[src/rtl/alu_issue_ctrl.sv]
// EX-stage sequencer: issues one decoded instruction to MainALU, captures its Result into a
// one-entry writeback register and maintains Z/N/V. SWAP is split into two single-beat writebacks.
module alu_issue_ctrl #(
  parameter int WIDTH = 16,
  parameter int REGW  = 4
) (
  input  logic             clk,
  input  logic             rst,
  input  logic             in_valid,
  output logic             in_ready,
  input  logic [3:0]       in_op,
  input  logic [REGW-1:0]  in_rd,
  input  logic [REGW-1:0]  in_rs,
  input  logic [WIDTH-1:0] in_a,
  input  logic [WIDTH-1:0] in_b,
  output logic [WIDTH-1:0] alu_a,
  output logic [WIDTH-1:0] alu_b,
  output logic [2:0]       alu_ctrl,
  input  logic [WIDTH-1:0] alu_result,
  output logic             out_valid,
  input  logic             out_ready,
  output logic [WIDTH-1:0] out_data,
  output logic [REGW-1:0]  out_waddr,
  output logic             flag_z,
  output logic             flag_n,
  output logic             flag_v,
  output logic             err
);

  localparam logic [3:0] OP_ADD  = 4'd0;
  localparam logic [3:0] OP_SUB  = 4'd1;
  localparam logic [3:0] OP_MOV  = 4'd2;
  localparam logic [3:0] OP_SWAP = 4'd3;
  localparam logic [3:0] OP_AND  = 4'd4;
  localparam logic [3:0] OP_OR   = 4'd5;
  localparam logic [3:0] OP_CMP  = 4'd6;

  localparam logic [2:0] CTRL_ADD   = 3'b000;
  localparam logic [2:0] CTRL_SUB   = 3'b001;
  localparam logic [2:0] CTRL_MOVB  = 3'b010;
  localparam logic [2:0] CTRL_PASSA = 3'b011;
  localparam logic [2:0] CTRL_AND   = 3'b100;
  localparam logic [2:0] CTRL_OR    = 3'b101;

  typedef enum logic [1:0] {IDLE, EXEC, SWAP2} state_t;

  state_t           state_reg, state_next;
  logic [3:0]       op_reg, op_next;
  logic [REGW-1:0]  rd_reg, rd_next;
  logic [REGW-1:0]  rs_reg, rs_next;
  logic [WIDTH-1:0] a_reg, a_next;
  logic [WIDTH-1:0] b_reg, b_next;
  logic             out_valid_reg, out_valid_next;
  logic [WIDTH-1:0] out_data_reg, out_data_next;
  logic [REGW-1:0]  out_waddr_reg, out_waddr_next;
  logic             flag_z_reg, flag_z_next;
  logic             flag_n_reg, flag_n_next;
  logic             flag_v_reg, flag_v_next;
  logic             err_reg, err_next;

  logic slot_free;
  logic res_z, res_n, v_add, v_sub;

  function automatic logic [2:0] op_to_ctrl(input logic [3:0] op);
    case (op)
      OP_ADD:  return CTRL_ADD;
      OP_SUB:  return CTRL_SUB;
      OP_MOV:  return CTRL_MOVB;
      OP_SWAP: return CTRL_MOVB;
      OP_AND:  return CTRL_AND;
      OP_OR:   return CTRL_OR;
      OP_CMP:  return CTRL_SUB;
      default: return CTRL_ADD;
    endcase
  endfunction

  // Flags derive from the external Result and the latched operands, not from MainALU's own flags.
  assign slot_free = ~out_valid_reg | out_ready;
  assign res_z     = (alu_result == '0);
  assign res_n     = alu_result[WIDTH-1];
  assign v_add     = (a_reg[WIDTH-1] == b_reg[WIDTH-1]) & (alu_result[WIDTH-1] != a_reg[WIDTH-1]);
  assign v_sub     = (a_reg[WIDTH-1] != b_reg[WIDTH-1]) & (alu_result[WIDTH-1] != a_reg[WIDTH-1]);

  always_comb begin
    state_next     = state_reg;
    op_next        = op_reg;
    rd_next        = rd_reg;
    rs_next        = rs_reg;
    a_next         = a_reg;
    b_next         = b_reg;
    out_valid_next = out_valid_reg;
    out_data_next  = out_data_reg;
    out_waddr_next = out_waddr_reg;
    flag_z_next    = flag_z_reg;
    flag_n_next    = flag_n_reg;
    flag_v_next    = flag_v_reg;
    err_next       = 1'b0;
    in_ready       = 1'b0;
    alu_a          = '0;
    alu_b          = '0;
    alu_ctrl       = CTRL_ADD;

    // A held beat drains on its handshake; a capture below may reload it in the same edge.
    if (out_valid_reg && out_ready) begin
      out_valid_next = 1'b0;
    end

    case (state_reg)
      IDLE: begin
        in_ready = slot_free;
        if (in_valid && slot_free) begin
          op_next = in_op;
          rd_next = in_rd;
          rs_next = in_rs;
          a_next  = in_a;
          b_next  = in_b;
          if (in_op > OP_CMP) begin
            err_next = 1'b1;
          end else begin
            state_next = EXEC;
          end
        end
      end

      EXEC: begin
        alu_a    = a_reg;
        alu_b    = b_reg;
        alu_ctrl = op_to_ctrl(op_reg);
        if (op_reg == OP_CMP) begin
          flag_z_next = res_z;
          flag_n_next = res_n;
          flag_v_next = v_sub;
          state_next  = IDLE;
        end else if (slot_free) begin
          out_valid_next = 1'b1;
          out_data_next  = alu_result;
          out_waddr_next = rd_reg;
          case (op_reg)
            OP_ADD: begin
              flag_z_next = res_z;
              flag_n_next = res_n;
              flag_v_next = v_add;
            end
            OP_SUB: begin
              flag_z_next = res_z;
              flag_n_next = res_n;
              flag_v_next = v_sub;
            end
            OP_AND, OP_OR: begin
              flag_z_next = res_z;
              flag_n_next = res_n;
              flag_v_next = 1'b0;
            end
            default: ;
          endcase
          state_next = (op_reg == OP_SWAP) ? SWAP2 : IDLE;
        end
      end

      SWAP2: begin
        alu_a    = a_reg;
        alu_b    = b_reg;
        alu_ctrl = CTRL_PASSA;
        if (slot_free) begin
          out_valid_next = 1'b1;
          out_data_next  = alu_result;
          out_waddr_next = rs_reg;
          state_next     = IDLE;
        end
      end

      default: state_next = IDLE;
    endcase
  end

  always_ff @(posedge clk or posedge rst) begin
    if (rst) begin
      state_reg     <= IDLE;
      op_reg        <= '0;
      rd_reg        <= '0;
      rs_reg        <= '0;
      a_reg         <= '0;
      b_reg         <= '0;
      out_valid_reg <= 1'b0;
      out_data_reg  <= '0;
      out_waddr_reg <= '0;
      flag_z_reg    <= 1'b0;
      flag_n_reg    <= 1'b0;
      flag_v_reg    <= 1'b0;
      err_reg       <= 1'b0;
    end else begin
      state_reg     <= state_next;
      op_reg        <= op_next;
      rd_reg        <= rd_next;
      rs_reg        <= rs_next;
      a_reg         <= a_next;
      b_reg         <= b_next;
      out_valid_reg <= out_valid_next;
      out_data_reg  <= out_data_next;
      out_waddr_reg <= out_waddr_next;
      flag_z_reg    <= flag_z_next;
      flag_n_reg    <= flag_n_next;
      flag_v_reg    <= flag_v_next;
      err_reg       <= err_next;
    end
  end

  assign out_valid = out_valid_reg;
  assign out_data  = out_data_reg;
  assign out_waddr = out_waddr_reg;
  assign flag_z    = flag_z_reg;
  assign flag_n    = flag_n_reg;
  assign flag_v    = flag_v_reg;
  assign err       = err_reg;

endmodule

[config.mk]
export PLATFORM = sky130hd
export DESIGN_NAME = alu_issue_ctrl
export DESIGN_NICKNAME = d
export VERILOG_FILES = /design/src/rtl/alu_issue_ctrl.sv
export SDC_FILE = /design/constraint.sdc
export NUM_CORES = 1
export LEC_CHECK = 0
export BUFFER_PORTS_ARGS = -buffer_cell sky130_fd_sc_hd__buf_2
export CAP_MARGIN = 40
export CORE_ASPECT_RATIO = 0.5
export CORE_MARGIN = 2
export CORE_UTILIZATION = 45
export CTS_CLUSTER_SIZE = 28
export DETAILED_ROUTE_END_ITERATION = 8
export PLACE_DENSITY_LB_ADDON = 0.08
export SLEW_MARGIN = 15
export SYNTH_ARGS = -nofsm -noshare
export SYNTH_HDL_FRONTEND = slang
export SYNTH_SLANG_ARGS = --single-unit
[constraint.sdc]
create_clock -name clk -period 3.76 [get_ports clk]
set_clock_uncertainty 0.1 [all_clocks]
set_input_delay 1.128 -clock clk [delete_from_list [all_inputs] [get_ports clk]]
set_output_delay 1.128 -clock clk [all_outputs]
set_load 0.01 [all_outputs]
==> impl_results.md <==
* Worst Path Max Fanout at 19
* Max Cap Viol at 0
* Syn nets at 309
* Routed via count at 2284
* Layout fillers at 577
* Root Driver: clkbuf_16
* Crit. End Element: primary output
* Clk buf depth at 2
* HP Class: register to register
* Die footprint at 7920 µm²
* Pwr dens at 866 nW/µm²
* Avg Inst Size Synth at 13.4 µm²
* Yosys Warn Count at 0
* Slew @ Worst Pin at 882 ps
* Die extent in y at 64.0 µm
* IR drop worst, VDD at 0.000430 V
* Routed wire length at 6820 µm
* Post-cts repair resize count at 0
* EDFF count, synth at 0
* Row count at 21
* Pins Over Slew Limit at 0
* Core Footprint at 6810 µm²
* # port buffers at 124
* Finish-stage setup viols at 0
* Num ports at 125
* Clk_lat worst skew at 320 ps
* Fmax achieved at 0.311 GHz
* Hold Worst Slack at 393 ps
* Initial core utilization at 47.5%
* Worst Path Class, Setup: register to primary output
* Post-route setup slack at 542 ps
* Initial antenna violation count at 0
* Via density at 4.91
* CTS Hold Bufs at 0
* WL/cell at 14.7 µm
* Top FF cell, synth: dfrtp_1
* Vias in the first global route at 2323
* Tot GR Track Use at 18.3%
* Post-Syn Instances at 242
* Residual DRC at 0
* Seq/Total Area, Yosys at 54.9%
* Slew margin rel. at 41.0%
* First-pass iteration count of the detailed router at 4
* CTS tree: yes
* Fraction of layout cells with a size suffix above 1 at 55.8%
* FFs w/ async S/R, synth at 100%
* Status: complete, no violations
* DRT iter0 DRCs at 47
* Leakage at 2.07 nW
* Area growth, synth to finish at 30.5%
* Die X at 124 µm
* GRT overflow at 0
* Post-synthesis cell area at 3230 µm²
* CP Data Arrival Time at 1990 ps
* Synth cell types at 33
* Setup crit start kind: register
* Clock transition at path regs at 50 ps
* RSZ-0062 raised after global routing: false
* Final Hold Vio Count at 0
* Area of the multi-input gates at 1370 µm²
* Largest net degree at the start of global routing at 43
* First-pass GRT wire length at 10900 µm
* Setup TNS Final at 0 ps
* Final Cycle Share at 85.6%
* Crit path time final at 3220 ps
* Post-CTS Setup Repair Bufs at 0
* Fin nets at 438
* CTS sink cnt at 71
* Gpl congestion at 0.691
* DP HPWL at 5010 µm
* Storage cell area at 1780 µm²
* DRT antenna net count at 0
* Num CTS Buffers at 9
* Post-place setup slack at 761 ps
* Ant diodes at 0
* Critical Path RT at 2530 ps
* H-Tree Depth at 3
* Number of synthesized register bits at 71
per-stage QoR:
step                      power [W]  util, %  std cells  instance area, µm²
after floorplan             0.00241        -        242                3230
after global placement      0.00285     58.0        452                3950
after detailed placement    0.00291     58.0        452                3950
after CTS                   0.00371     62.0        465                4220
after global routing        0.00393     62.0        465                4220
final                       0.00366     62.0        465                4220
worst max-delay path: stages, from the launching register on:
cell and delay, ps:
dfrtp_1 360, inv_1 80, ha_1 630, buf_4 300, and2_1 160, buf_2 130
power by group:
part / total (W) / leakage (nW) / internal [W] / switching, W
Clock: 0.000766 / 0.136 / 0.000487 / 0.000279
Combinational: 0.00154 / 1.09 / 0.000832 / 0.000708
Sequential: 0.00135 / 0.836 / 0.00115 / 0.000204
Total: 0.00366 / 2.07 / 0.00246 / 0.00119
path summary, 6_finish.rpt:
path                               from          end  slack, ps  depth (start not counted)
setup / recovery           state_reg[0]     alu_a[2]        540                          5
hold / removal                 b_reg[1]     b_reg[1]        390                          1
setup reg to reg           state_reg[0]  out_data[1]       1000                          6
hold reg to reg                b_reg[1]     b_reg[1]        390                          1
max in group asynchronous           rst    a_reg[15]       2110                          3
min in group asynchronous           rst    a_reg[14]        800                          2
cell usage in the layout, fill, tap and decap left out:
| master | count |
|---|---|
| buf_2 | 124 |
| dfrtp_1 | 71 |
| mux2_2 | 50 |
| and2_1 | 33 |
| mux2_4 | 12 |
| a21oi_1 | 11 |
| nor2_1 | 9 |
| clkbuf_16 | 9 |
| mux2i_1 | 6 |
| nand2b_1 | 5 |
| nor4_1 | 4 |
| buf_4 | 4 |
| inv_1 | 3 |
| o21a_1 | 3 |
| ha_1 | 3 |
| clkbuf_8 | 3 |
| nor2b_1 | 2 |
| nand3b_1 | 2 |
| and3b_1 | 2 |
| nand2_1 | 2 |
| nand2_2 | 1 |
| and4bb_4 | 1 |
| a211oi_4 | 1 |
| a31oi_1 | 1 |
| nand3_1 | 1 |
| o2bb2ai_1 | 1 |
| o32ai_1 | 1 |
| o21ai_0 | 1 |
| nand4_1 | 1 |
| nor3_1 | 1 |
| o22a_1 | 1 |
| nor3b_1 | 1 |
| inv_2 | 1 |
| clkinv_2 | 1 |
| buf_12 | 1 |
layer usage:
metal / routed length [µm] / vias up / GRT usage [%]
li1: - / 1095 / -
met1: 3110 / 1098 / 22.8
met2: 3080 / 84 / 29.3
met3: 562 / 7 / 7.41
met4: 67 / 0 / 5.90
met5: 0 / - / 0
cells by family after synthesis:
family                   Yosys count  synth area share [%]
AO/OA/AOI/OAI                     20                  4.18
adder cells (fa/ha/maj)            3                  1.16
multiplexers                      68                  24.8
AND/OR/NAND/NOR                   65                  12.2
flip-flops                        71                  54.9
buffers and inverters             15                  2.67
cell usage after synthesis, types with 2 or more instances:
cell      number  area share (%)
and2_1        33             6.4
clkbuf_1       4            0.46
buf_2          4            0.62
nor2b_1        2            0.39
ha_1           3             1.2
nor2_1         9             1.0
nand3b_1       2            0.46
nor4_1         4            0.77
o21a_1         3            0.70
mux2i_1        6             1.9
and3b_1        2            0.54
inv_1          4            0.46
a21oi_1       11             1.7
mux2_4        12             5.6
nand2b_1       5            0.97
dfrtp_1       71              55
mux2_2        50              17
nand2_1        2            0.23
final cells by class:
type | count | area share (%)
inverter | 4 | 0.356
tap | 92 | 2.73
multi-input combinational | 156 | 32.5
sequential | 71 | 42.1
timing repair buffer | 129 | 15.9
clock buffer | 12 | 6.31
clock inverter | 1 | 0.119
No activity file was read; power rests on OpenSTA's default activity.
